<file path="src/rtl/jk_pkg.sv">
// ---------------------------------------------------------------------------
// jk_pkg
// Shared definitions for JK flip-flop excitation drivers.
//   - jk_state_t      : controller state encoding (CLR / RUN / VERIFY), 2 bits
//   - JK_DEFAULT_*    : default bank width and count modulus
//   - jk_bit_drive_t  : per-bit {j, k} drive pair
//   - jk_excite_bit() : excitation for one bit, (n, q) -> {j, k}
// The excitation is per bit so any driver width can reuse it via generate-for.
// Optional feature macro used by the drivers: JK_LOAD_VERIFY_EN.
// ---------------------------------------------------------------------------
package jk_pkg;

    localparam int JK_DEFAULT_WIDTH = 4;
    localparam int JK_DEFAULT_MOD   = 10;

    typedef enum logic [1:0] {
        CLR    = 2'd0,
        RUN    = 2'd1,
        VERIFY = 2'd2
    } jk_state_t;

    typedef struct packed {
        logic j;
        logic k;
    } jk_bit_drive_t;

    // Set-only / reset-only excitation: a bit that must rise gets J, a bit
    // that must fall gets K, an unchanged bit gets neither. J=K=1 (toggle)
    // can never be produced because n & ~q and ~n & q are mutually exclusive.
    function automatic jk_bit_drive_t jk_excite_bit(input logic n, input logic q);
        jk_bit_drive_t drv;
        drv.j = n & ~q;
        drv.k = ~n & q;
        return drv;
    endfunction

endpackage

</file>
<file path="src/rtl/jk_count_driver_if.sv">
// ---------------------------------------------------------------------------
// jk_count_driver_if
// Bundle between the count controller and its surroundings (JK bank + user).
//   q    : bank Q feedback            en   : count enable
//   up   : 1 = up, 0 = down           load : parallel load request
//   d    : load value                 j/k  : registered bank excitation
//   tc   : terminal count             busy : requests are being ignored
//   err  : sticky load-verify failure
// Modports:
//   slave  - the jk_count_driver itself
//   master - the environment that feeds requests/feedback and consumes drive
// ---------------------------------------------------------------------------
interface jk_count_driver_if #(
    parameter int WIDTH = 4
);
    logic [WIDTH-1:0] q;
    logic             en;
    logic             up;
    logic             load;
    logic [WIDTH-1:0] d;
    logic [WIDTH-1:0] j;
    logic [WIDTH-1:0] k;
    logic             tc;
    logic             busy;
    logic             err;

    modport slave (
        input  q, en, up, load, d,
        output j, k, tc, busy, err
    );

    modport master (
        output q, en, up, load, d,
        input  j, k, tc, busy, err
    );
endinterface

</file>
<file path="src/rtl/jk_count_driver_next_value.sv">
// ---------------------------------------------------------------------------
// jk_next_value
// Combinational target selection for the modulo-MOD JK counter.
// Ports:
//   i_q    : current bank state
//   i_en   : count enable (already gated by the controller when busy)
//   i_up   : count direction
//   i_load : load request (already gated), has priority over i_en
//   i_d    : load value; out-of-range values load 0
//   o_n    : target value the bank must take on the next falling edge
//   o_tc   : the counting step wraps (9->0 up, 0->9 down for MOD=10)
// ---------------------------------------------------------------------------
module jk_next_value
    import jk_pkg::*;
#(
    parameter int WIDTH = JK_DEFAULT_WIDTH,
    parameter int MOD   = JK_DEFAULT_MOD
) (
    input  logic [WIDTH-1:0] i_q,
    input  logic             i_en,
    input  logic             i_up,
    input  logic             i_load,
    input  logic [WIDTH-1:0] i_d,
    output logic [WIDTH-1:0] o_n,
    output logic             o_tc
);
    // The modulus may equal 2**WIDTH, so range compares are done one bit wider.
    localparam logic [WIDTH:0]   MOD_EXT = (WIDTH+1)'(MOD);
    localparam logic [WIDTH-1:0] MAX_VAL = WIDTH'(MOD - 1);

    logic w_q_illegal;
    logic w_d_legal;

    assign w_q_illegal = ({1'b0, i_q} >= MOD_EXT);
    assign w_d_legal   = ({1'b0, i_d} <  MOD_EXT);

    always_comb begin
        o_n  = i_q;
        o_tc = 1'b0;
        if (i_load) begin
            o_n = w_d_legal ? i_d : '0;
        end else if (i_en && i_up) begin
            // Illegal states recover to 0 but are not a wrap, so no TC.
            if ((i_q == MAX_VAL) || w_q_illegal) begin
                o_n = '0;
            end else begin
                o_n = i_q + 1'b1;
            end
            o_tc = (i_q == MAX_VAL);
        end else if (i_en) begin
            if ((i_q == '0) || w_q_illegal) begin
                o_n = MAX_VAL;
            end else begin
                o_n = i_q - 1'b1;
            end
            o_tc = (i_q == '0);
        end
    end

endmodule

</file>
<file path="src/rtl/jk_count_driver.sv">
// ---------------------------------------------------------------------------
// jk_count_driver
// Posedge excitation controller for a negedge-clocked bank of WIDTH JK
// flip-flops. Reads the bank Q back, picks a target (load / up / down /
// hold) and drives registered J/K so the bank settles on the target at the
// following falling edge.
// Ports:
//   i_clk   : system clock (this block uses the rising edge)
//   i_rst_n : asynchronous active-low reset; forces CLR drive immediately
//   bus     : jk_count_driver_if.slave (q, en, up, load, d -> j, k, tc,
//             busy, err)
// Build option:
//   JK_LOAD_VERIFY_EN defined  : after each load a VERIFY cycle compares the
//                                bank with the latched target; mismatch sets
//                                sticky err.
//   JK_LOAD_VERIFY_EN undefined: loads take one cycle, err is tied low.
// ---------------------------------------------------------------------------
module jk_count_driver
    import jk_pkg::*;
#(
    parameter int WIDTH = JK_DEFAULT_WIDTH,
    parameter int MOD   = JK_DEFAULT_MOD
) (
    input  logic               i_clk,
    input  logic               i_rst_n,
    jk_count_driver_if.slave   bus
);
    jk_state_t        r_state;
    jk_state_t        w_state_next;

    logic [WIDTH-1:0] r_j;
    logic [WIDTH-1:0] r_k;
    logic             r_tc;
    logic [WIDTH-1:0] w_j_next;
    logic [WIDTH-1:0] w_k_next;
    logic             w_tc_next;

    logic             w_run;
    logic             w_en_gated;
    logic             w_load_gated;
    logic [WIDTH-1:0] w_n;
    logic             w_tc_calc;
    logic [WIDTH-1:0] w_j_run;
    logic [WIDTH-1:0] w_k_run;

    // Requests only take effect in RUN; in CLR/VERIFY they are dropped.
    assign w_run        = (r_state == RUN);
    assign w_en_gated   = bus.en   & w_run;
    assign w_load_gated = bus.load & w_run;

    jk_next_value #(
        .WIDTH (WIDTH),
        .MOD   (MOD)
    ) u_next_value (
        .i_q    (bus.q),
        .i_en   (w_en_gated),
        .i_up   (bus.up),
        .i_load (w_load_gated),
        .i_d    (bus.d),
        .o_n    (w_n),
        .o_tc   (w_tc_calc)
    );

    generate
        for (genvar gi = 0; gi < WIDTH; gi++) begin : g_excite
            jk_bit_drive_t w_drv;
            assign w_drv       = jk_excite_bit(w_n[gi], bus.q[gi]);
            assign w_j_run[gi] = w_drv.j;
            assign w_k_run[gi] = w_drv.k;
        end
    endgenerate

    // ---------------- state register ----------------
    always_ff @(posedge i_clk or negedge i_rst_n) begin
        if (!i_rst_n) begin
            r_state <= CLR;
        end else begin
            r_state <= w_state_next;
        end
    end

    // ---------------- next-state logic ----------------
    always_comb begin
        w_state_next = r_state;
        case (r_state)
            CLR: w_state_next = RUN;
`ifdef JK_LOAD_VERIFY_EN
            RUN: w_state_next = bus.load ? VERIFY : RUN;
`else
            RUN: w_state_next = RUN;
`endif
            VERIFY:  w_state_next = RUN;
            default: w_state_next = CLR;
        endcase
    end

    // ---------------- output logic ----------------
    // J/K/TC for the state being left are computed here and registered below,
    // so they are stable well before the bank's falling edge.
    always_comb begin
        w_j_next  = '0;
        w_k_next  = '0;
        w_tc_next = 1'b0;
        case (r_state)
            CLR: begin
                w_k_next = '1;
            end
            RUN: begin
                w_j_next  = w_j_run;
                w_k_next  = w_k_run;
                w_tc_next = w_tc_calc;
            end
            VERIFY: begin
                // Hold the bank still while it is being compared.
                w_j_next = '0;
                w_k_next = '0;
            end
            default: begin
                w_k_next = '1;
            end
        endcase
    end

    always_ff @(posedge i_clk or negedge i_rst_n) begin
        if (!i_rst_n) begin
            r_j  <= '0;
            r_k  <= '1;
            r_tc <= 1'b0;
        end else begin
            r_j  <= w_j_next;
            r_k  <= w_k_next;
            r_tc <= w_tc_next;
        end
    end

`ifdef JK_LOAD_VERIFY_EN
    logic [WIDTH-1:0] r_target;
    logic [WIDTH-1:0] w_target_next;
    logic             r_err;
    logic             w_err_next;

    // The target is latched in the load cycle; the bank has taken it by the
    // next rising edge, which is when VERIFY compares.
    always_comb begin
        w_target_next = r_target;
        w_err_next    = r_err;
        if (w_load_gated) begin
            w_target_next = w_n;
        end
        if ((r_state == VERIFY) && (bus.q != r_target)) begin
            w_err_next = 1'b1;
        end
    end

    always_ff @(posedge i_clk or negedge i_rst_n) begin
        if (!i_rst_n) begin
            r_target <= '0;
            r_err    <= 1'b0;
        end else begin
            r_target <= w_target_next;
            r_err    <= w_err_next;
        end
    end

    assign bus.err = r_err;
`else
    assign bus.err = 1'b0;
`endif

    assign bus.j    = r_j;
    assign bus.k    = r_k;
    assign bus.tc   = r_tc;
    assign bus.busy = (r_state != RUN);

endmodule

</file>
<file path="src/flat_wrapper.sv">
// flat-port wrapper written by rule: the top's interface ports become plain ports
module jk_count_driver_flat import jk_pkg::*;
#(
    parameter int WIDTH = JK_DEFAULT_WIDTH,
    parameter int MOD   = JK_DEFAULT_MOD
)
  (i_clk, i_rst_n, bus_q, bus_en, bus_up, bus_load, bus_d, bus_j, bus_k, bus_tc, bus_busy, bus_err);
  jk_count_driver_if #(.WIDTH(WIDTH)) bus_i ();
  input  logic i_clk;
  input  logic i_rst_n;
  input wire logic [$bits(bus_i.q)-1:0] bus_q;
  input wire logic [$bits(bus_i.en)-1:0] bus_en;
  input wire logic [$bits(bus_i.up)-1:0] bus_up;
  input wire logic [$bits(bus_i.load)-1:0] bus_load;
  input wire logic [$bits(bus_i.d)-1:0] bus_d;
  output wire logic [$bits(bus_i.j)-1:0] bus_j;
  output wire logic [$bits(bus_i.k)-1:0] bus_k;
  output wire logic [$bits(bus_i.tc)-1:0] bus_tc;
  output wire logic [$bits(bus_i.busy)-1:0] bus_busy;
  output wire logic [$bits(bus_i.err)-1:0] bus_err;
  assign bus_i.q = bus_q;
  assign bus_i.en = bus_en;
  assign bus_i.up = bus_up;
  assign bus_i.load = bus_load;
  assign bus_i.d = bus_d;
  assign bus_j = bus_i.j;
  assign bus_k = bus_i.k;
  assign bus_tc = bus_i.tc;
  assign bus_busy = bus_i.busy;
  assign bus_err = bus_i.err;
  jk_count_driver #(.WIDTH(WIDTH), .MOD(MOD)) u_core (.i_clk(i_clk), .i_rst_n(i_rst_n), .bus(bus_i));
endmodule
</file>
<file path="config.mk">
export PLATFORM = sky130hd
export DESIGN_NAME = jk_count_driver_flat
export DESIGN_NICKNAME = d
export VERILOG_FILES = /design/src/rtl/jk_pkg.sv /design/src/rtl/jk_count_driver_if.sv /design/src/rtl/jk_count_driver_next_value.sv /design/src/rtl/jk_count_driver.sv /design/src/flat_wrapper.sv
export SDC_FILE = /design/constraint.sdc
export NUM_CORES = 1
export LEC_CHECK = 0
export ABC_AREA = 1
export CAP_MARGIN = 5
export CORE_MARGIN = 2
export CORE_UTILIZATION = 33
export CTS_BUF_LIST = sky130_fd_sc_hd__clkbuf_4 sky130_fd_sc_hd__clkbuf_8 sky130_fd_sc_hd__clkbuf_16
export CTS_CLUSTER_DIAMETER = 200
export DETAILED_ROUTE_END_ITERATION = 10
export PLACE_DENSITY = 0.7
export SLEW_MARGIN = 20
export SYNTH_ARGS = -nofsm -noshare
export SYNTH_HDL_FRONTEND = slang
export SYNTH_SLANG_ARGS = --single-unit
</file>
<file path="constraint.sdc">
create_clock -name i_clk -period 1.2 [get_ports i_clk]
set_input_delay 0.24 -clock i_clk [delete_from_list [all_inputs] [get_ports i_clk]]
set_output_delay 0.24 -clock i_clk [all_outputs]
set_load 0.1 [all_outputs]
</file>
==> flow_summary.rst, run 1 <==
.. list-table::
   :header-rows: 1

   * - Metric
     - Value
   * - Adder-cell share of the synthesized area
     - 0.0829
   * - Core region area
     - 0.00219 mm2
   * - Diode insertion count for antenna repair
     - 0
   * - # port buffers
     - 22
   * - Chain of cells forming the critical path
     - buf_6 -> clkinvlp_4 -> buf_12
   * - Worst path bufs/invs
     - 3
   * - Number of buffers inserted during clock tree synthesis
     - 3
   * - Power density of the placed cells
     - 916 mW/mm2
   * - Final period demand of the worst path
     - 1.35 ns
   * - Setup total negative slack
     - -0.775 ns
   * - Average wire per cell in the routed design
     - 14.4 um
   * - CTS H-Tree Depth
     - 1
   * - Final-stage net count
     - 171
   * - Vert. Die Dim
     - 51.8 um
   * - Multiplexer fraction of the synthesized cell area
     - 0
   * - CTS Buffer Depth
     - 2
   * - Slack of the worst reg-to-reg path
     - -0.10 ns
   * - Synthesized flop and latch total
     - 10
   * - Vias per inst
     - 5.04
   * - Category of the critical setup timing path
     - reg -> out
   * - Number of vias after detailed routing
     - 908
   * - CP peak stage delay
     - 0.44 ns
   * - Class of the most critical hold timing path
     - in -> async
   * - Sequential cell area
     - 256 um2
   * - CP Capture Point
     - bus_busy
   * - Max Cap Violations
     - 0
   * - Clock transition at the register clock pins on the worst setup and hold paths after CTS
     - 0.07 ns
   * - Net switching power
     - 0.000510 W
   * - Largest fanout on the critical path
     - 3
   * - Number of detailed-route iterations in the first pass
     - 4
   * - Internal power
     - 0.000785 W
   * - Final hold violation count
     - 0
   * - Share of total power in sequential cells
     - 0.301
   * - DRC violations left
     - 0
   * - Count of clock tree sinks
     - 10
   * - Xor and xnor fraction of the mapped netlist area
     - 0.0116
   * - Number of buffers inserted for hold repair after clock tree synthesis
     - 0
   * - Wire length of the first global-routing pass
     - 3510 um
   * - Area growth syn-to-layout
     - 87.4%
   * - Number of pins with negative max-slew slack in the final report
     - 0
   * - R2r startpoint
     - u_core.r_state[0]
   * - Worst-path cell with the longest stage delay
     - sky130_fd_sc_hd__dfrtp_2
   * - Unrepaired setup endpoints after global routing
     - true
   * - CP endpoint kind
     - primary output
   * - Number of setup violations in the final report
     - 13
   * - Library cells used by synthesis
     - 22
   * - Worst VDD drop
     - 0.000689 V
   * - Die Wd
     - 51.8 um
   * - Synthesized area divided by synthesized cell count
     - 7.32 um2
   * - Total power draw
     - 0.00129 W
   * - Row cnt
     - 17
   * - Filler cell count
     - 158
   * - Maximum number of pins on one net before global-route repair
     - 11
   * - Required time of the worst setup path
     - 0.96 ns
   * - Crit path launch type
     - flop
   * - Number of antenna violations at the first check in global routing
     - 0
   * - Share of cells above drive strength 1
     - 0.553
   * - Yosys top cell area share
     - 0.199
   * - Critical path origin
     - u_core.r_state[0]
   * - Share of power burned in the clock network
     - 0.237
   * - Portion of the post-synthesis area used by sequential elements
     - 0.338
   * - Instance count of the mapped netlist
     - 103
   * - Worst R2R End
     - u_core.bus.j[1]
   * - CTS Root Buffer Type
     - sky130_fd_sc_hd__clkbuf_4
   * - Worst clock skew
     - 0.00936 ns
   * - HPWL reported at the end of detailed placement
     - 1790 um
   * - Synthesized-area fraction occupied by ao, oa, aoi and oai cells
     - 0.0580
   * - Post-placement cell count
     - 168
   * - Number of stages on the worst setup path
     - 3
   * - Post-Route WL
     - 2590 um
   * - Area of the multi-input gates
     - 524 um2
   * - Total routing usage reported by global routing
     - 0.183
   * - Violated checks
     - negative setup slack
   * - Clock tree from TritonCTS
     - done
   * - Synthesized-area fraction occupied by and/or/nand/nor cells
     - 0.408
   * - Main combinational cell family by area after synthesis
     - simple AND/OR/NAND/NOR gates
   * - Static power due to leakage
     - 0.683 nW
   * - Synth area leader
     - sky130_fd_sc_hd__dfrtp_1
   * - Number of non-filler instances in the completed layout
     - 180
   * - Run status
     - finished with violations
   * - Clock latency on the worst-skew pair
     - 0.28 ns
   * - Combinational fraction of design power
     - 0.462
   * - Net Count, Synth
     - 121
   * - Yosys warnings
     - 0
   * - Final worst slack
     - -0.148 ns
   * - Violation count after the first detailed-routing iteration
     - 22
   * - Cell family with the largest share of critical-path delay
     - flip-flops
   * - Switching portion of total power
     - 0.394
   * - Depth of the most critical reg-to-reg path
     - 8
   * - Overflow left after global routing
     - 0
   * - Via count of the first global-routing pass
     - 812
   * - Area of the mapped netlist
     - 754 um2
   * - Fmax
     - 0.742 GHz
   * - Number of primary I/O pins
     - 24
   * - Worst-case setup slack after placement
     - -0.606 ns
   * - Main area contributors after synthesis
     - sky130_fd_sc_hd__dfrtp_1, sky130_fd_sc_hd__dfstp_2, sky130_fd_sc_hd__nand2_1, sky130_fd_sc_hd__ha_1, sky130_fd_sc_hd__nand3_1
   * - Data arrival time of the critical path
     - 1.11 ns
   * - Die Outline Area
     - 0.00268 mm2
   * - Final estimated routing congestion in global placement
     - 0.819
   * - Final worst path period share
     - 1.12
   * - ANT nets after route
     - 0
   * - Starting utilization of the core area
     - 0.344
power groups by stage:
stage,registers [W],clock network [W],logic [W]
floorplan,0.000545,0,0.000149
global placement,0.000394,0,0.000523
detailed placement,0.000395,0,0.000532
CTS,0.000390,0.000313,0.000542
global route,0.000393,0.000322,0.000625
finish,0.000390,0.000307,0.000598
routing by layer:
metal | vias up | global-route usage | share of wire
met2 | 51 | 0.338 | 0.52
met1 | 422 | 0.188 | 0.36
li1 | 422 | - | -
met3 | 13 | 0.0259 | 0.068
met4 | 0 | 0.123 | 0.046
met5 | - | 0 | 0
layout make-up:
type	instances	share of cell area
Clock buffer	4	0.0257
Inverter	12	0.0398
Sequential cell	10	0.181
Timing Repair Buffer	47	0.358
Tap cell	28	0.0248
Multi-Input combinational cell	79	0.371
synthesized netlist by cell type:
library cell	number
sky130_fd_sc_hd__or2_2	1
sky130_fd_sc_hd__buf_4	1
sky130_fd_sc_hd__nand2_2	3
sky130_fd_sc_hd__ha_1	5
sky130_fd_sc_hd__buf_6	1
sky130_fd_sc_hd__conb_1	2
sky130_fd_sc_hd__nand4_1	5
sky130_fd_sc_hd__clkinv_4	1
sky130_fd_sc_hd__dfstp_2	4
sky130_fd_sc_hd__inv_2	1
sky130_fd_sc_hd__inv_1	10
sky130_fd_sc_hd__xor2_1	1
sky130_fd_sc_hd__o21ai_0	1
sky130_fd_sc_hd__nand3_2	2
sky130_fd_sc_hd__nand3_1	9
sky130_fd_sc_hd__nand2_4	2
sky130_fd_sc_hd__a221oi_1	1
sky130_fd_sc_hd__nor2_2	4
sky130_fd_sc_hd__nand2_1	28
sky130_fd_sc_hd__dfrtp_1	6
sky130_fd_sc_hd__nor2_1	9
sky130_fd_sc_hd__a21oi_1	6
how the worst min path moves through the flow:
stage / to / slack (ns) / start
6_report: u_core.bus.j[1] / 0.26 / i_rst_n
5_1_grt: u_core.bus.j[1] / 0.28 / i_rst_n
4_1_cts: u_core.bus.j[1] / 0.27 / i_rst_n
3_5_place_dp: u_core.bus.k[2] / 0.53 / u_core.r_state[0]
3_3_place_gp: u_core.bus.k[2] / 0.53 / u_core.r_state[0]
2_1_floorplan: u_core.bus.j[0] / -0.06 / i_rst_n
flip-flops by register name (all words and copies together) (netlist names):
name / cells
u_core.bus.tc: 1
u_core.r_state: 1
u_core.bus.k: 4
u_core.bus.j: 4
cell families (layout without fill, tap and decap cells):
logic type               Yosys count  after routing
buffers and inverters             14             63
adder cells (fa/ha/maj)            5              5
AND/OR/NAND/NOR                   63             63
flip-flops                        10             10
AO/OA/AOI/OAI                      8              8
XOR/XNOR                           1              1
other                              2              2
placed cells by master, fill, tap and decap left out, types with 5 or more instances in the layout:
cell,count
sky130_fd_sc_hd__dfrtp_1,5
sky130_fd_sc_hd__nand2_2,6
sky130_fd_sc_hd__nand3_2,6
sky130_fd_sc_hd__buf_4,21
sky130_fd_sc_hd__nand4_1,5
sky130_fd_sc_hd__nor2_1,7
sky130_fd_sc_hd__nor2_2,5
sky130_fd_sc_hd__nand3_1,5
sky130_fd_sc_hd__buf_12,10
sky130_fd_sc_hd__inv_1,6
sky130_fd_sc_hd__nand2_1,24
sky130_fd_sc_hd__clkdlybuf4s50_1,7
repair_timing:
item / 4_1_cts / 5_1_grt
setup buffers: 2 / 6
pin swaps: 1 / 10
cloned: 0 / 0
endpoints found under the hold margin: 0 / 0
gates resized for setup: 13 / 28
setup endpoints to repair: 14 / 14
stage by stage:
step / utilization / instance area [um2] / hold WS [ns]
after CTS: 0.590 / 1290 / 0.271
after floorplan: - / 763 / -0.0556
after global placement: 0.560 / 1230 / 0.526
after global routing: 0.645 / 1410 / 0.275
final: 0.645 / 1410 / 0.262
after detailed placement: 0.560 / 1230 / 0.530
(Power assumes the default switching activity.)
==> inputs of run 2 (changes only) <==
- clock period: 1.2 -> 1.15 ns (I/O delays scaled with it)
==> run 2 against run 1 <==
The run still ends with negative setup slack left. Core utilization up 0.11 points. Flip-flop and latch count is the same. Via count fell by 0.11%. Clock power grew 2%. Critical path depth unchanged. Non-clock buffer count down 1. First-iteration DRC count up 9.1%. Setup slack worse by 0.045 ns. Critical path type unchanged.
==> flow_summary.rst, run 2 (same netlist as run 1, synthesis figures left out) <==
.. list-table::
   :header-rows: 1

   * - Metric
     - Value
   * - Cell family with the largest share of critical-path delay
     - flip-flops (unchanged)
   * - Depth of the most critical reg-to-reg path
     - 10 (was 8)
   * - Die Wd
     - 51.8 um (unchanged)
   * - Post-Route WL
     - 2730 um (was 2590 um)
   * - Number of detailed-route iterations in the first pass
     - 4 (unchanged)
   * - Starting utilization of the core area
     - 0.344 (unchanged)
   * - Class of the most critical hold timing path
     - in -> async (unchanged)
   * - Worst R2R End
     - u_core.bus.j[3] (was u_core.bus.j[1])
   * - Total power draw
     - 0.00135 W (was 0.00129 W)
   * - Number of non-filler instances in the completed layout
     - 179 (was 180)
   * - Worst path bufs/invs
     - 3 (unchanged)
   * - Chain of cells forming the critical path
     - buf_6 -> clkinvlp_4 -> buf_12 (unchanged)
   * - Area growth syn-to-layout
     - 87.7% (was 87.4%)
   * - Final estimated routing congestion in global placement
     - 0.829 (was 0.819)
   * - Die Outline Area
     - 0.00268 mm2 (unchanged)
   * - Number of buffers inserted for hold repair after clock tree synthesis
     - 0 (unchanged)
   * - Number of stages on the worst setup path
     - 3 (unchanged)
   * - CP endpoint kind
     - primary output (unchanged)
   * - Final hold violation count
     - 0 (unchanged)
   * - Clock tree from TritonCTS
     - done (unchanged)
   * - # port buffers
     - 22 (unchanged)
   * - HPWL reported at the end of detailed placement
     - 1820 um (was 1790 um)
   * - Number of buffers inserted during clock tree synthesis
     - 3 (unchanged)
   * - Switching portion of total power
     - 0.394 (about the same)
   * - Diode insertion count for antenna repair
     - 0 (unchanged)
   * - Power density of the placed cells
     - 952 mW/mm2 (was 916 mW/mm2)
   * - Via count of the first global-routing pass
     - 827 (was 812)
   * - Violation count after the first detailed-routing iteration
     - 24 (was 22)
   * - Commonest non-fill, non-tap cells in the layout
     - sky130_fd_sc_hd__nand2_1, sky130_fd_sc_hd__buf_4, sky130_fd_sc_hd__buf_12 (unchanged)
   * - CTS H-Tree Depth
     - 1 (unchanged)
   * - Worst clock skew
     - 0.000756 ns (was 0.00936 ns)
   * - Slack of the worst reg-to-reg path
     - -0.15 ns (was -0.10 ns)
   * - Overflow left after global routing
     - 0 (unchanged)
   * - Fmax
     - 0.744 GHz
   * - CTS Root Buffer Type
     - sky130_fd_sc_hd__clkbuf_4 (unchanged)
   * - Final worst path period share
     - 1.17
   * - Worst Hold Margin
     - 0.276 ns (was 0.262 ns)
   * - Violated checks
     - negative setup slack (unchanged)
   * - Average wire per cell in the routed design
     - 15.2 um (was 14.4 um)
   * - Category of the critical setup timing path
     - reg -> out (unchanged)
   * - Share of power burned in the clock network
     - 0.232 (was 0.237)
   * - Number of vias after detailed routing
     - 907 (was 908)
   * - Vias per inst
     - 5.07 (was 5.04)
   * - Count of clock tree sinks
     - 10 (unchanged)
   * - ANT nets after route
     - 0 (unchanged)
   * - Worst VDD drop
     - 0.000545 V (was 0.000689 V)
   * - Number of pins with negative max-slew slack in the final report
     - 0 (unchanged)
   * - Worst-path cell with the longest stage delay
     - sky130_fd_sc_hd__dfrtp_2 (unchanged)
   * - Crit path launch type
     - flop (unchanged)
   * - Share of total power in sequential cells
     - 0.303 (was 0.301)
   * - Wire length of the first global-routing pass
     - 3850 um (was 3510 um)
   * - CTS Buffer Depth
     - 2 (unchanged)
   * - Largest fanout on the critical path
     - 3 (unchanged)
   * - R2r startpoint
     - u_core.r_state[0] (unchanged)
   * - Row cnt
     - 17 (unchanged)
   * - Post-placement cell count
     - 169 (was 168)
   * - Net switching power
     - 0.000532 W (was 0.000510 W)
   * - Static power due to leakage
     - 0.680 nW (was 0.683 nW)
   * - Internal power
     - 0.000816 W (was 0.000785 W)
   * - Maximum number of pins on one net before global-route repair
     - 11 (unchanged)
   * - DRC violations left
     - 0 (unchanged)
   * - Final-stage net count
     - 170 (was 171)
   * - Data arrival time of the critical path
     - 1.11 ns (about the same)
   * - Max Cap Violations
     - 0 (unchanged)
   * - CP peak stage delay
     - 0.44 ns (about the same)
   * - Setup total negative slack
     - -1.44 ns (was -0.775 ns)
   * - Vert. Die Dim
     - 51.8 um (unchanged)
   * - Number of primary I/O pins
     - 24 (unchanged)
   * - Final worst slack
     - -0.194 ns (was -0.148 ns)
   * - Utilization after layout
     - 0.646 (was 0.645)
   * - Run status
     - finished with violations (unchanged)
   * - Combinational fraction of design power
     - 0.465 (was 0.462)
   * - Unrepaired setup endpoints after global routing
     - true (unchanged)
   * - Total routing usage reported by global routing
     - 0.198 (was 0.183)
   * - Final period demand of the worst path
     - 1.34 ns
   * - Number of antenna violations at the first check in global routing
     - 0 (unchanged)
   * - Core region area
     - 0.00219 mm2 (unchanged)
   * - Share of cells above drive strength 1
     - 0.563 (was 0.553)
   * - Number of setup violations in the final report
     - 13 (unchanged)
   * - Clock transition at the register clock pins on the worst setup and hold paths after CTS
     - 0.06 ns (was 0.07 ns)
   * - Clock latency on the worst-skew pair
     - 0.27 ns (was 0.28 ns)
   * - Required time of the worst setup path
     - 0.92 ns (was 0.96 ns)
==> run 2: cell types whose count changed in the layout (fill, tap and decap cells not counted), moves of 2 or more <==
cell                      previous run  this run
sky130_fd_sc_hd__ha_1                3         5
sky130_fd_sc_hd__nand2_2             6         9
sky130_fd_sc_hd__nor2_4              1         3
sky130_fd_sc_hd__nand2_1            24        21
sky130_fd_sc_hd__ha_2                2         0
==> run 2: power by group through the flow <==
stage | clock network, W | registers (W) | logic, W
finish | 0.000313 | 0.000408 | 0.000627
detailed placement | 0 | 0.000413 | 0.000558
global route | 0.000332 | 0.000411 | 0.000655
global placement | 0 | 0.000411 | 0.000548
CTS | 0.000316 | 0.000408 | 0.000573
floorplan | 0 | 0.000568 | 0.000156
==> run 2: area by class of cell <==
cell class,count,area [um2]
Sequential cell,10,256
Tap cell,28,35.0
Timing Repair Buffer,46,499
Fill cell,158,774
Multi-Input combinational cell,79,533
Inverter,12,56.3
Clock buffer,4,36.3
==> run 2: worst max path at each step <==
| stage | endpoint | slack [ns] | from |
|---|---|---|---|
| 2_1_floorplan | u_core.bus.j[1] | -0.19 | u_core.r_state[0] |
| 3_3_place_gp | u_core.bus.j[3] | -0.60 | bus_q[0] |
| 3_5_place_dp | u_core.bus.j[3] | -0.68 | bus_q[0] |
| 4_1_cts | bus_busy | -0.17 | u_core.r_state[0] |
| 5_1_grt | u_core.bus.j[3] | -0.24 | u_core.r_state[0] |
| 6_report | bus_busy | -0.19 | u_core.r_state[0] |
==> run 2: layer usage <==
layer	share of wire	track usage	vias to the layer above
met5	0	0	-
met4	0.028	0.0921	0
met3	0.064	0.0230	8
met2	0.54	0.380	43
met1	0.37	0.214	433
li1	-	-	423
==> run 2: repair_timing <==
action                                  in CTS  in global routing
pin swaps                                    2                 12
endpoints found under the setup margin      14                 14
buffers inserted                             3                  4
gates resized for setup                     14                 29
==> run 2: metrics by stage <==
step / area, um2 / worst slack, ns
CTS: 1310 / -0.169
floorplan: 763 / -0.194
finish: 1420 / -0.194
detailed placement: 1230 / -0.679
global route: 1420 / -0.239
global placement: 1230 / -0.599
==> run 2: worst register-to-register path, stage by stage, from the launching register on <==
cell,delay (ns)
sky130_fd_sc_hd__dfrtp_2,0.44
sky130_fd_sc_hd__nand2_4,0.13
sky130_fd_sc_hd__inv_4,0.06
sky130_fd_sc_hd__nand2_4,0.10
sky130_fd_sc_hd__clkinv_4,0.09
sky130_fd_sc_hd__nand3_2,0.08
sky130_fd_sc_hd__nor2_2,0.04
sky130_fd_sc_hd__nor2_2,0.09
sky130_fd_sc_hd__nand2_2,0.07
sky130_fd_sc_hd__nand2_2,0.06
sky130_fd_sc_hd__nor2_2,0.03
